File: src/rtl/el2_dccm_rmw_ctl_pkg.sv
`default_nettype none
// +----------------------------------------------------------------------+
// | el2_dccm_rmw_ctl_pkg : FSM states, store sizes and SECDED helpers    |
// | Revision: 1.0                                                        |
// +----------------------------------------------------------------------+
package el2_dccm_rmw_ctl_pkg;

  localparam logic [2:0] ST_IDLE  = 3'd0;
  localparam logic [2:0] ST_READ  = 3'd1;
  localparam logic [2:0] ST_MERGE = 3'd2;
  localparam logic [2:0] ST_WRITE = 3'd3;
  localparam logic [2:0] ST_RESP  = 3'd4;

  localparam logic [1:0] SIZE_BYTE = 2'b00;
  localparam logic [1:0] SIZE_HALF = 2'b01;
  localparam logic [1:0] SIZE_WORD = 2'b10;
  localparam logic [1:0] SIZE_ILL  = 2'b11;

  // Hamming position (3..38, skipping powers of two) holding data bit idx.
  function automatic logic [5:0] secded_pos(input int unsigned idx);
    int unsigned cnt;
    cnt = 0;
    secded_pos = '0;
    for (int unsigned p = 3; p <= 38; p++) begin
      if ((p & (p - 1)) != 0) begin
        if (cnt == idx) secded_pos = p[5:0];
        cnt++;
      end
    end
  endfunction

  function automatic logic size_legal(input logic [1:0] size, input logic [1:0] addr_lo);
    size_legal = (size == SIZE_BYTE) ||
                 ((size == SIZE_HALF) && !addr_lo[0]) ||
                 ((size == SIZE_WORD) && (addr_lo == 2'b00));
  endfunction

endpackage
`default_nettype wire

File: src/rtl/el2_dccm_rmw_ctl_if.sv
`default_nettype none
// +----------------------------------------------------------------------+
// | el2_dccm_rmw_ctl_if : store request / DCCM port bundle               |
// | Revision: 1.0                                                        |
// +----------------------------------------------------------------------+
interface el2_dccm_rmw_ctl_if #(
  parameter int DCCM_BITS        = 16,
  parameter int DCCM_FDATA_WIDTH = 39
);
  logic                        ecc_disable;
  logic                        req_valid;
  logic                        req_ready;
  logic [DCCM_BITS-1:0]        req_addr;
  logic [1:0]                  req_size;
  logic [31:0]                 req_wdata;
  logic                        rsp_done;
  logic                        rsp_err;
  logic                        dccm_rden;
  logic [DCCM_BITS-1:0]        dccm_rd_addr_lo;
  logic [DCCM_FDATA_WIDTH-1:0] dccm_rd_data_lo;
  logic                        dccm_wren;
  logic [DCCM_BITS-1:0]        dccm_wr_addr_lo;
  logic [DCCM_FDATA_WIDTH-1:0] dccm_wr_data_lo;
  logic [7:0]                  sec_count;

  modport slave (
    input  ecc_disable, req_valid, req_addr, req_size, req_wdata, dccm_rd_data_lo,
    output req_ready, rsp_done, rsp_err, dccm_rden, dccm_rd_addr_lo,
           dccm_wren, dccm_wr_addr_lo, dccm_wr_data_lo, sec_count
  );

  modport master (
    output ecc_disable, req_valid, req_addr, req_size, req_wdata, dccm_rd_data_lo,
    input  req_ready, rsp_done, rsp_err, dccm_rden, dccm_rd_addr_lo,
           dccm_wren, dccm_wr_addr_lo, dccm_wr_data_lo, sec_count
  );
endinterface
`default_nettype wire

File: src/rtl/el2_dccm_rmw_ctl_secded32.sv
`default_nettype none
// +----------------------------------------------------------------------+
// | el2_dccm_secded32 : (39,32) SECDED encode and check/correct          |
// | Revision: 1.0                                                        |
// +----------------------------------------------------------------------+
module el2_dccm_secded32
  import el2_dccm_rmw_ctl_pkg::*;
(
  input  logic [31:0] data_in,
  input  logic [6:0]  chk_in,
  output logic [6:0]  chk_out,
  output logic [31:0] data_out,
  output logic        sec,
  output logic        ded
);
  logic [5:0] ham;
  logic [5:0] syndrome;
  logic       parity_err;

  // Each set data bit contributes its codeword position to the Hamming bits.
  always_comb begin
    ham = '0;
    for (int i = 0; i < 32; i++) begin
      if (data_in[i]) ham = ham ^ secded_pos(i);
    end
  end

  assign chk_out    = {(^data_in) ^ (^ham), ham};
  assign syndrome   = ham ^ chk_in[5:0];
  assign parity_err = (^data_in) ^ (^chk_in);
  assign sec        = parity_err;
  assign ded        = !parity_err && (syndrome != 6'd0);

  for (genvar gi = 0; gi < 32; gi++) begin : g_corr
    assign data_out[gi] = data_in[gi] ^ (sec && (syndrome == secded_pos(gi)));
  end

endmodule
`default_nettype wire

File: src/rtl/el2_dccm_rmw_ctl.sv
`default_nettype none
// +----------------------------------------------------------------------+
// | el2_dccm_rmw_ctl : DCCM sub-word store read-modify-write with SECDED |
// | Revision: 1.0                                                        |
// +----------------------------------------------------------------------+
module el2_dccm_rmw_ctl
  import el2_dccm_rmw_ctl_pkg::*;
#(
  parameter int DCCM_BITS        = 16,
  parameter int DCCM_FDATA_WIDTH = 39
) (
  input  logic               clk,
  input  logic               rst,
  el2_dccm_rmw_ctl_if.slave  bus
);
  logic [2:0]           state_q, state_d;
  logic [DCCM_BITS-1:0] addr_q, addr_d;
  logic [1:0]           size_q, size_d;
  logic [31:0]          data_q, data_d;
  logic [7:0]           sec_count_q, sec_count_d;

  logic [31:0] sd_data_in, sd_data_out, rd_word, merged;
  logic [6:0]  sd_chk_in, sd_chk_out;
  logic        sd_sec, sd_ded, run;
  logic [DCCM_BITS-1:0] word_addr;

  // One SECDED block: checks read data in MERGE, encodes data_q in WRITE.
  always_comb begin
    sd_data_in = data_q;
    sd_chk_in  = '0;
    if (state_q == ST_MERGE) begin
      sd_data_in = bus.dccm_rd_data_lo[31:0];
      sd_chk_in  = bus.dccm_rd_data_lo[38:32];
    end
  end

  el2_dccm_secded32 u_secded (
    .data_in  (sd_data_in),
    .chk_in   (sd_chk_in),
    .chk_out  (sd_chk_out),
    .data_out (sd_data_out),
    .sec      (sd_sec),
    .ded      (sd_ded)
  );

  always_comb begin
    rd_word = bus.ecc_disable ? sd_data_in : sd_data_out;
    merged  = rd_word;
    if (size_q == SIZE_BYTE) merged[{addr_q[1:0], 3'b000} +: 8] = data_q[7:0];
    else                     merged[{addr_q[1], 4'b0000} +: 16] = data_q[15:0];
  end

  always_comb begin
    state_d     = state_q;
    addr_d      = addr_q;
    size_d      = size_q;
    data_d      = data_q;
    sec_count_d = sec_count_q;
    case (state_q)
      ST_IDLE: begin
        if (bus.req_valid) begin
          addr_d = bus.req_addr;
          size_d = bus.req_size;
          data_d = bus.req_wdata;
          if (!size_legal(bus.req_size, bus.req_addr[1:0])) state_d = ST_RESP;
          else if (bus.req_size == SIZE_WORD)                state_d = ST_WRITE;
          else                                               state_d = ST_READ;
        end
      end
      ST_READ: state_d = ST_MERGE;
      ST_MERGE: begin
        if (sd_ded && !bus.ecc_disable) begin
          state_d = ST_RESP;
        end else begin
          state_d = ST_WRITE;
          data_d  = merged;
          if (sd_sec && !bus.ecc_disable && (sec_count_q != 8'hFF))
            sec_count_d = sec_count_q + 8'd1;
        end
      end
      ST_WRITE, ST_RESP: state_d = ST_IDLE;
      default:           state_d = ST_IDLE;
    endcase
  end

  always_ff @(posedge clk) begin
    if (rst) begin
      state_q     <= ST_IDLE;
      addr_q      <= '0;
      size_q      <= SIZE_BYTE;
      data_q      <= '0;
      sec_count_q <= '0;
    end else begin
      state_q     <= state_d;
      addr_q      <= addr_d;
      size_q      <= size_d;
      data_q      <= data_d;
      sec_count_q <= sec_count_d;
    end
  end

  // Outputs are gated by reset so they read zero for the whole reset window.
  assign run       = !rst;
  assign word_addr = {addr_q[DCCM_BITS-1:2], 2'b00};

  assign bus.req_ready       = run && (state_q == ST_IDLE);
  assign bus.dccm_rden       = run && (state_q == ST_READ);
  assign bus.dccm_wren       = run && (state_q == ST_WRITE);
  assign bus.rsp_done        = run && ((state_q == ST_WRITE) || (state_q == ST_RESP));
  assign bus.rsp_err         = run && (state_q == ST_RESP);
  assign bus.dccm_rd_addr_lo = bus.dccm_rden ? word_addr : '0;
  assign bus.dccm_wr_addr_lo = bus.dccm_wren ? word_addr : '0;
  assign bus.dccm_wr_data_lo = bus.dccm_wren ? DCCM_FDATA_WIDTH'({sd_chk_out, data_q}) : '0;
  assign bus.sec_count       = run ? sec_count_q : 8'h00;

endmodule
`default_nettype wire
File: src/flat_wrapper.sv
// flat-port wrapper written by rule: the top's interface ports become plain ports
module el2_dccm_rmw_ctl_flat import el2_dccm_rmw_ctl_pkg::*;
#(
  parameter int DCCM_BITS        = 16,
  parameter int DCCM_FDATA_WIDTH = 39
)
  (clk, rst, bus_ecc_disable, bus_req_valid, bus_req_addr, bus_req_size, bus_req_wdata, bus_dccm_rd_data_lo, bus_req_ready, bus_rsp_done, bus_rsp_err, bus_dccm_rden, bus_dccm_rd_addr_lo, bus_dccm_wren, bus_dccm_wr_addr_lo, bus_dccm_wr_data_lo, bus_sec_count);
  el2_dccm_rmw_ctl_if #(.DCCM_BITS(DCCM_BITS), .DCCM_FDATA_WIDTH(DCCM_FDATA_WIDTH)) bus_i ();
  input  logic clk;
  input  logic rst;
  input wire logic [$bits(bus_i.ecc_disable)-1:0] bus_ecc_disable;
  input wire logic [$bits(bus_i.req_valid)-1:0] bus_req_valid;
  input wire logic [$bits(bus_i.req_addr)-1:0] bus_req_addr;
  input wire logic [$bits(bus_i.req_size)-1:0] bus_req_size;
  input wire logic [$bits(bus_i.req_wdata)-1:0] bus_req_wdata;
  input wire logic [$bits(bus_i.dccm_rd_data_lo)-1:0] bus_dccm_rd_data_lo;
  output wire logic [$bits(bus_i.req_ready)-1:0] bus_req_ready;
  output wire logic [$bits(bus_i.rsp_done)-1:0] bus_rsp_done;
  output wire logic [$bits(bus_i.rsp_err)-1:0] bus_rsp_err;
  output wire logic [$bits(bus_i.dccm_rden)-1:0] bus_dccm_rden;
  output wire logic [$bits(bus_i.dccm_rd_addr_lo)-1:0] bus_dccm_rd_addr_lo;
  output wire logic [$bits(bus_i.dccm_wren)-1:0] bus_dccm_wren;
  output wire logic [$bits(bus_i.dccm_wr_addr_lo)-1:0] bus_dccm_wr_addr_lo;
  output wire logic [$bits(bus_i.dccm_wr_data_lo)-1:0] bus_dccm_wr_data_lo;
  output wire logic [$bits(bus_i.sec_count)-1:0] bus_sec_count;
  assign bus_i.ecc_disable = bus_ecc_disable;
  assign bus_i.req_valid = bus_req_valid;
  assign bus_i.req_addr = bus_req_addr;
  assign bus_i.req_size = bus_req_size;
  assign bus_i.req_wdata = bus_req_wdata;
  assign bus_i.dccm_rd_data_lo = bus_dccm_rd_data_lo;
  assign bus_req_ready = bus_i.req_ready;
  assign bus_rsp_done = bus_i.rsp_done;
  assign bus_rsp_err = bus_i.rsp_err;
  assign bus_dccm_rden = bus_i.dccm_rden;
  assign bus_dccm_rd_addr_lo = bus_i.dccm_rd_addr_lo;
  assign bus_dccm_wren = bus_i.dccm_wren;
  assign bus_dccm_wr_addr_lo = bus_i.dccm_wr_addr_lo;
  assign bus_dccm_wr_data_lo = bus_i.dccm_wr_data_lo;
  assign bus_sec_count = bus_i.sec_count;
  el2_dccm_rmw_ctl #(.DCCM_BITS(DCCM_BITS), .DCCM_FDATA_WIDTH(DCCM_FDATA_WIDTH)) u_core (.clk(clk), .rst(rst), .bus(bus_i));
endmodule
File: config.mk
export PLATFORM = sky130hd
export DESIGN_NAME = el2_dccm_rmw_ctl_flat
export DESIGN_NICKNAME = d
export VERILOG_FILES = /design/src/rtl/el2_dccm_rmw_ctl_pkg.sv /design/src/rtl/el2_dccm_rmw_ctl_if.sv /design/src/rtl/el2_dccm_rmw_ctl_secded32.sv /design/src/rtl/el2_dccm_rmw_ctl.sv /design/src/flat_wrapper.sv
export SDC_FILE = /design/constraint.sdc
export NUM_CORES = 1
export LEC_CHECK = 0
export CORE_MARGIN = 2
export CORE_UTILIZATION = 45
export DETAILED_ROUTE_END_ITERATION = 6
export HOLD_SLACK_MARGIN = 0.12
export PLACE_DENSITY_LB_ADDON = 0.2
export SETUP_SLACK_MARGIN = 0.5
export SYNTH_ARGS = -nofsm -noshare
export SYNTH_HDL_FRONTEND = slang
export SYNTH_SLANG_ARGS = --single-unit
File: constraint.sdc
create_clock -name clk -period 11.5 [get_ports clk]
set_input_delay 3.45 -clock clk [delete_from_list [all_inputs] [get_ports clk]]
set_output_delay 3.45 -clock clk [all_outputs]
set_load 0.1 [all_outputs]
* Word-level counts from Yosys, hierarchy flattened *
Cells that the tools add are included.

operators by class
  add/subtract/negate cells = 963
  eq/ne operators = 1002
  shift operators = 4
  mux-type cells = 2065
  bitwise logic cells = 67
  reductions and logical operators = 93

operators by type and width
  kind                                                    number
  2-to-1 mux 32 bit                                       997
  adder 32 x 1 -> 32 bit (second input constant)          960
  == test 32 x 5 -> 1 bit (second input constant)         496
  == test 32 x 4 -> 1 bit (second input constant)         248
  2-to-1 mux 6 bit                                        1023
  == test 32 x 3 -> 1 bit (second input constant)         124
  == test 32 x 2 -> 1 bit (second input constant)         62
  == test 32 x 1 -> 1 bit (second input constant)         31
  logical NOT 32 bit                                      31
  XOR 6 bit                                               32
  2-to-1 mux 3 bit                                        35
  == test 6 x 5 -> 1 bit (second input constant)          15
  bitwise mux 32 bit                                      2
  one-hot mux 32 bit (2 select lines)                     1
  logical AND 1 bit                                       43
  == test 6 x 4 -> 1 bit (second input constant)          7
  2-to-1 mux 39 bit                                       1
  == test 6 bit (second input constant)                   6
  XOR 1 bit                                               34
  2-to-1 mux 16 bit                                       2
  XOR reduction 32 bit                                    1
  variable shift 16 x 7 -> 32 bit (first input constant)  1
  variable shift 8 x 7 -> 32 bit (first input constant)   1
  indexed part select 16 x 7 -> 32 bit                    1
  other kinds (27)                                        40

word-level totals
  bits in registers = 61
  input port bits = 93
  output and inout port bits = 84
  word-level logic and storage cells = 4199

* Longest topological paths before layout *
  depth in word-level cells = 137
  mapped depth = 14
  depth with buffers taken out = 10

* By module *
From an unflattened synthesis, not the netlist that was laid out.

second synthesis, totals
  cells, all modules = 782
  area, all modules = 6007.0 um^2

modules (own cells, without submodules)
  module             instances  cells an instance  area an instance (um^2)  seq. area each (um^2)
  el2_dccm_rmw_ctl   1          611                4371.7                   1221.2
  el2_dccm_secded32  1          171                1635.3                   0.0

* Worst setup path before layout *
OpenSTA, ideal clock, no wires.

  kind = input -> output
  from = input port rst
  to = output port bus_rsp_done
  arrival = 7.470 ns
  required time = 8.050 ns
  slack = 0.580 ns
  cell stages on the path = 2
  buffers on the path = 0
  cell sequence = nor4b_1 -> or2_2

on the way
  word-level cells in the longest chain between the ends = 2

RTL lines
  item               line                     source
  start, declared    flat_wrapper.sv:10       input logic rst;
  logical NOT 1 bit  el2_dccm_rmw_ctl.sv:103  assign run = !rst;
  logical AND 1 bit  el2_dccm_rmw_ctl.sv:109  assign bus.rsp_done = run && ((state_q == ST_WRITE) || (state_q == ST_RESP));
  end, declared      flat_wrapper.sv:18       output wire logic [$bits(bus_i.rsp_done)-1:0] bus_rsp_done;

No other way between the ends.

* Final worst setup path *
  from = input port bus_dccm_rd_data_lo[1]
  to = output port bus_dccm_wr_data_lo[32]

on the way
  word-level cells in the longest chain between the ends = 63

RTL lines
  item                 line                             source
  start, declared      flat_wrapper.sv:16               input wire logic [$bits(bus_i.dccm_rd_data_lo)-1:0] bus_dccm_rd_data_lo;
  2-to-1 mux 32 bit *  el2_dccm_rmw_ctl.sv:31           if (state_q == ST_MERGE) begin
  2-to-1 mux 6 bit *   el2_dccm_rmw_ctl_secded32.sv:24  if (data_in[i]) ham = ham ^ secded_pos(i);
  XOR 6 bit            el2_dccm_rmw_ctl_secded32.sv:24
  2-to-1 mux 6 bit *   el2_dccm_rmw_ctl_secded32.sv:24
  XOR 6 bit            el2_dccm_rmw_ctl_secded32.sv:24
  2-to-1 mux 6 bit *   el2_dccm_rmw_ctl_secded32.sv:24
  XOR 6 bit            el2_dccm_rmw_ctl_secded32.sv:24
  2-to-1 mux 6 bit *   el2_dccm_rmw_ctl_secded32.sv:24
  [47 not listed]      n/a
  2-to-1 mux 6 bit *   el2_dccm_rmw_ctl_secded32.sv:24
  XOR 6 bit            el2_dccm_rmw_ctl_secded32.sv:24
  2-to-1 mux 6 bit *   el2_dccm_rmw_ctl_secded32.sv:24
  XOR 6 bit            el2_dccm_rmw_ctl_secded32.sv:24
  2-to-1 mux 6 bit *   el2_dccm_rmw_ctl_secded32.sv:24
  XOR 6 bit            el2_dccm_rmw_ctl_secded32.sv:24
  2-to-1 mux 6 bit *   el2_dccm_rmw_ctl_secded32.sv:24
  2-to-1 mux 39 bit *  el2_dccm_rmw_ctl.sv:113          assign bus.dccm_wr_data_lo = bus.dccm_wren ? DCCM_FDATA_WIDTH'({sd_chk_out, data_q}) : '0;
  end, declared        flat_wrapper.sv:24               output wire logic [$bits(bus_i.dccm_wr_data_lo)-1:0] bus_dccm_wr_data_lo;

Mark *: on every way between the ends. The rest lies on a longest branch, timed or not.

==> flow_summary.toml <==
[timing]
fin_setup_tns_ns = 0
slew_viol_final = 0
relSlewSlack_pct = 18.6
maxClockFrequency_mhz = 97.4
finalSetupViolCount = 0
hold_viol = 0
fin_crit_ns = 10.27
clock_skew_ns = 0.00755
rsz0062_at_grt = "no"
worstMarginPinSlew_ns = 1.21
fin_crit_sh_pct = 89.3

[global_route]
track_usage_pct = 28.9
antenna_found_initial = 0
grt_pass1_vias = 5756
grt_start_max_net_pins = 78
grt_pass1_wl_um = 32300
grt_overflow = 0

[clock_tree]
cts_buffers = 9
post_cts_resized = 0
clock_latency_ns = 0.34
cts_sinks = 61
cts_setup_buffers = 0
clk_pin_slew_ns = 0.06
holdBufCountCts = 0
ctsRootBufferMaster = "clkbuf_16"
cts_tree = "done"
clk_path_buf_depth = 2
htree_levels = 3

[finish]
nets = 960
final_cells = 1042
regArea_um2 = 1220
multi_input_area_um2 = 4610
drive_gt1_share_pct = 5.54
final_cell_mix = "clkdlybuf4s50_1, xnor2_1, and2_1, nand2_1, dfxtp_1"
syn_to_final_growth_pct = 33.1
n_fill_cell = 1205
antenna_cells = 0
final_common_cell = "clkdlybuf4s50_1"

[synthesis]
synth_warnings = 0
syn_area_per_cell_um2 = 8.42
synth_area_um2 = 6090
ys_seq_elements = 61
synth_edf_count = 0
seq_area_frac_synth_pct = 20.0
synth_cells = 724
synth_async_sr_flop_share_pct = 0
synth_flop_cell = "dfxtp_1"
yosysUniqueCellTypes = 59

[critical_path]
slowest_delay_ns = 1.15
end_kind = "primary output"
worstPathCellList = "clkdlybuf4s50_1 -> xor3_1 -> xnor2_1 -> mux2i_1 -> xnor2_1 -> xnor2_1 -> nor2_1 -> clkdlybuf4s50_1"
crit_fanout = 3
crit_path_frequent_cell = "xnor2_1"
crit_required_ns = 8.05
cpMaxStageDelayCell = "clkdlybuf4s50_1"
start_kind = "primary input"
arrival_ns = 6.82
critical_path_class = "primary input to primary output"

[placement]
place_inst = 1026
port_buffers = 172
hpwl_um = 15800
routabilityCongestion = 0.955

[route]
dr_wl_met3_um = 1850
antenna_left = 0
wire_per_inst_um = 20.1
route.met2.wl_um = 9820
drt_iter0_markers = 612
dr_total_vias = 6001
first_pass_iters = 7
wirelength_met1_um = 8790
top_layer = "met4"
drt_wl_total_um = 21000
route.detailed.drc = 4
viasPerCell = 5.76

[status]
status = "finished with violations"
violations = "design-rule violations"

[floorplanning]
num_io_pins = 177
die_area_um2 = 14500
chipHeight_um = 120
core_um2 = 13200
die_w_um = 120
start_util_pct = 46.0
rows = 42

[run]
cap_violations = 0

[worst_hold_path]
hp-class = "flop to flop"
==> sequential cells by signal, indices dropped and copies added (netlist names) <==
register and cells:
u_core.addr_q 16, u_core.data_q 32, u_core.sec_count_q 8, u_core.size_q 2, u_core.state_q 3
==> critical path: cells and delay by family <==
family                    cells  cell delay [ns]
xor gates and xnor gates      4             1.42
buffers and inverters         2             1.66
muxes                         1             0.16
and+or+nand+nor               1             0.12
==> worst paths after layout <==
path / start / end / slack [ns] / cells after the start
max: bus_dccm_rd_data_lo[1] / bus_dccm_wr_data_lo[32] / 1.23 / 8
min: u_core.addr_q[15] / u_core.addr_q[15] / 0.46 / 2
max reg2reg: u_core.state_q[1] / u_core.data_q[29] / 6.40 / 10
min reg2reg: u_core.addr_q[15] / u_core.addr_q[15] / 0.46 / 2
==> cell families (layout without fill, tap and decap cells) <==
logic type	count (synthesis)	count (layout)	synth area share, %
AOI/OAI and AO/OA	115	115	13.4
xor gates and xnor gates	165	165	30.1
adders and majority gates	6	6	1.23
buffers and inverters	63	202	4.78
DFF	61	61	20.0
muxes	30	30	5.26
other	1	4	0.0615
and+or+nand+nor	283	283	25.1
==> per-stage QoR <==
| stage | cell area [um2] | setup WS, ns | hold WS [ns] | util [%] |
|---|---|---|---|---|
| 6_report | 8110 | 1.23 | 0.460 | 61.3 |
| 5_1_grt | 8110 | 1.10 | 0.483 | 61.3 |
| 4_1_cts | 8110 | 1.25 | 0.461 | 61.3 |
| 3_5_place_dp | 7840 | 1.28 | 0.454 | 59.2 |
| 3_3_place_gp | 7840 | 1.26 | 0.448 | 59.2 |
| 2_1_floorplan | 6100 | 0.580 | 0.440 | - |
==> cells in the mapped netlist, types with 3 or more instances <==
| master | instances | area, um2 |
|---|---|---|
| nand2_1 | 63 | 236 |
| nand4_1 | 6 | 37.5 |
| a211oi_1 | 11 | 82.6 |
| xnor2_2 | 3 | 48.8 |
| nor2_1 | 51 | 191 |
| a21oi_1 | 44 | 220 |
| xor2_1 | 49 | 429 |
| nor3_1 | 16 | 80.1 |
| a221oi_1 | 14 | 123 |
| nor4_1 | 25 | 156 |
| o41ai_1 | 5 | 43.8 |
| a222oi_1 | 8 | 80.1 |
| mux2i_1 | 26 | 260 |
| nor2b_1 | 9 | 56.3 |
| or2_2 | 3 | 18.8 |
| inv_1 | 6 | 22.5 |
| o21ai_0 | 6 | 30.0 |
| nand3_1 | 9 | 45.0 |
| xor3_1 | 5 | 119 |
| and3_1 | 14 | 87.6 |
| or3_1 | 3 | 18.8 |
| clkbuf_1 | 31 | 116 |
| buf_2 | 13 | 65.1 |
| xnor2_1 | 87 | 762 |
| dfxtp_1 | 61 | 1220 |
| and2_1 | 63 | 394 |
| nand3b_1 | 7 | 52.6 |
| buf_1 | 4 | 15.0 |
| buf_4 | 6 | 45.0 |
| ha_1 | 6 | 75.1 |
| xnor3_1 | 19 | 428 |
| nor4_2 | 4 | 50.1 |
| a22oi_1 | 8 | 60.1 |
| o32ai_1 | 9 | 78.8 |
==> metal layers <==
metal,vias up,track usage (%)
met5,-,0
li1,2824,-
met4,0,7.99
met1,2837,38.7
met3,42,4.43
met2,298,48.3
==> final cells by class <==
cell class                      instances  share of cell area (%)
Clock inverter                          6                   0.494
Tap cell                              176                    2.71
Inverter                                6                   0.278
Timing Repair Buffer                  180                    21.9
Multi-Input combinational cell        603                    56.8
Clock buffer                           10                    2.82
Sequential cell                        61                    15.1
Power is not shown: default switching activity piles up to over one toggle a cycle in this logic, so the estimate is an artifact.
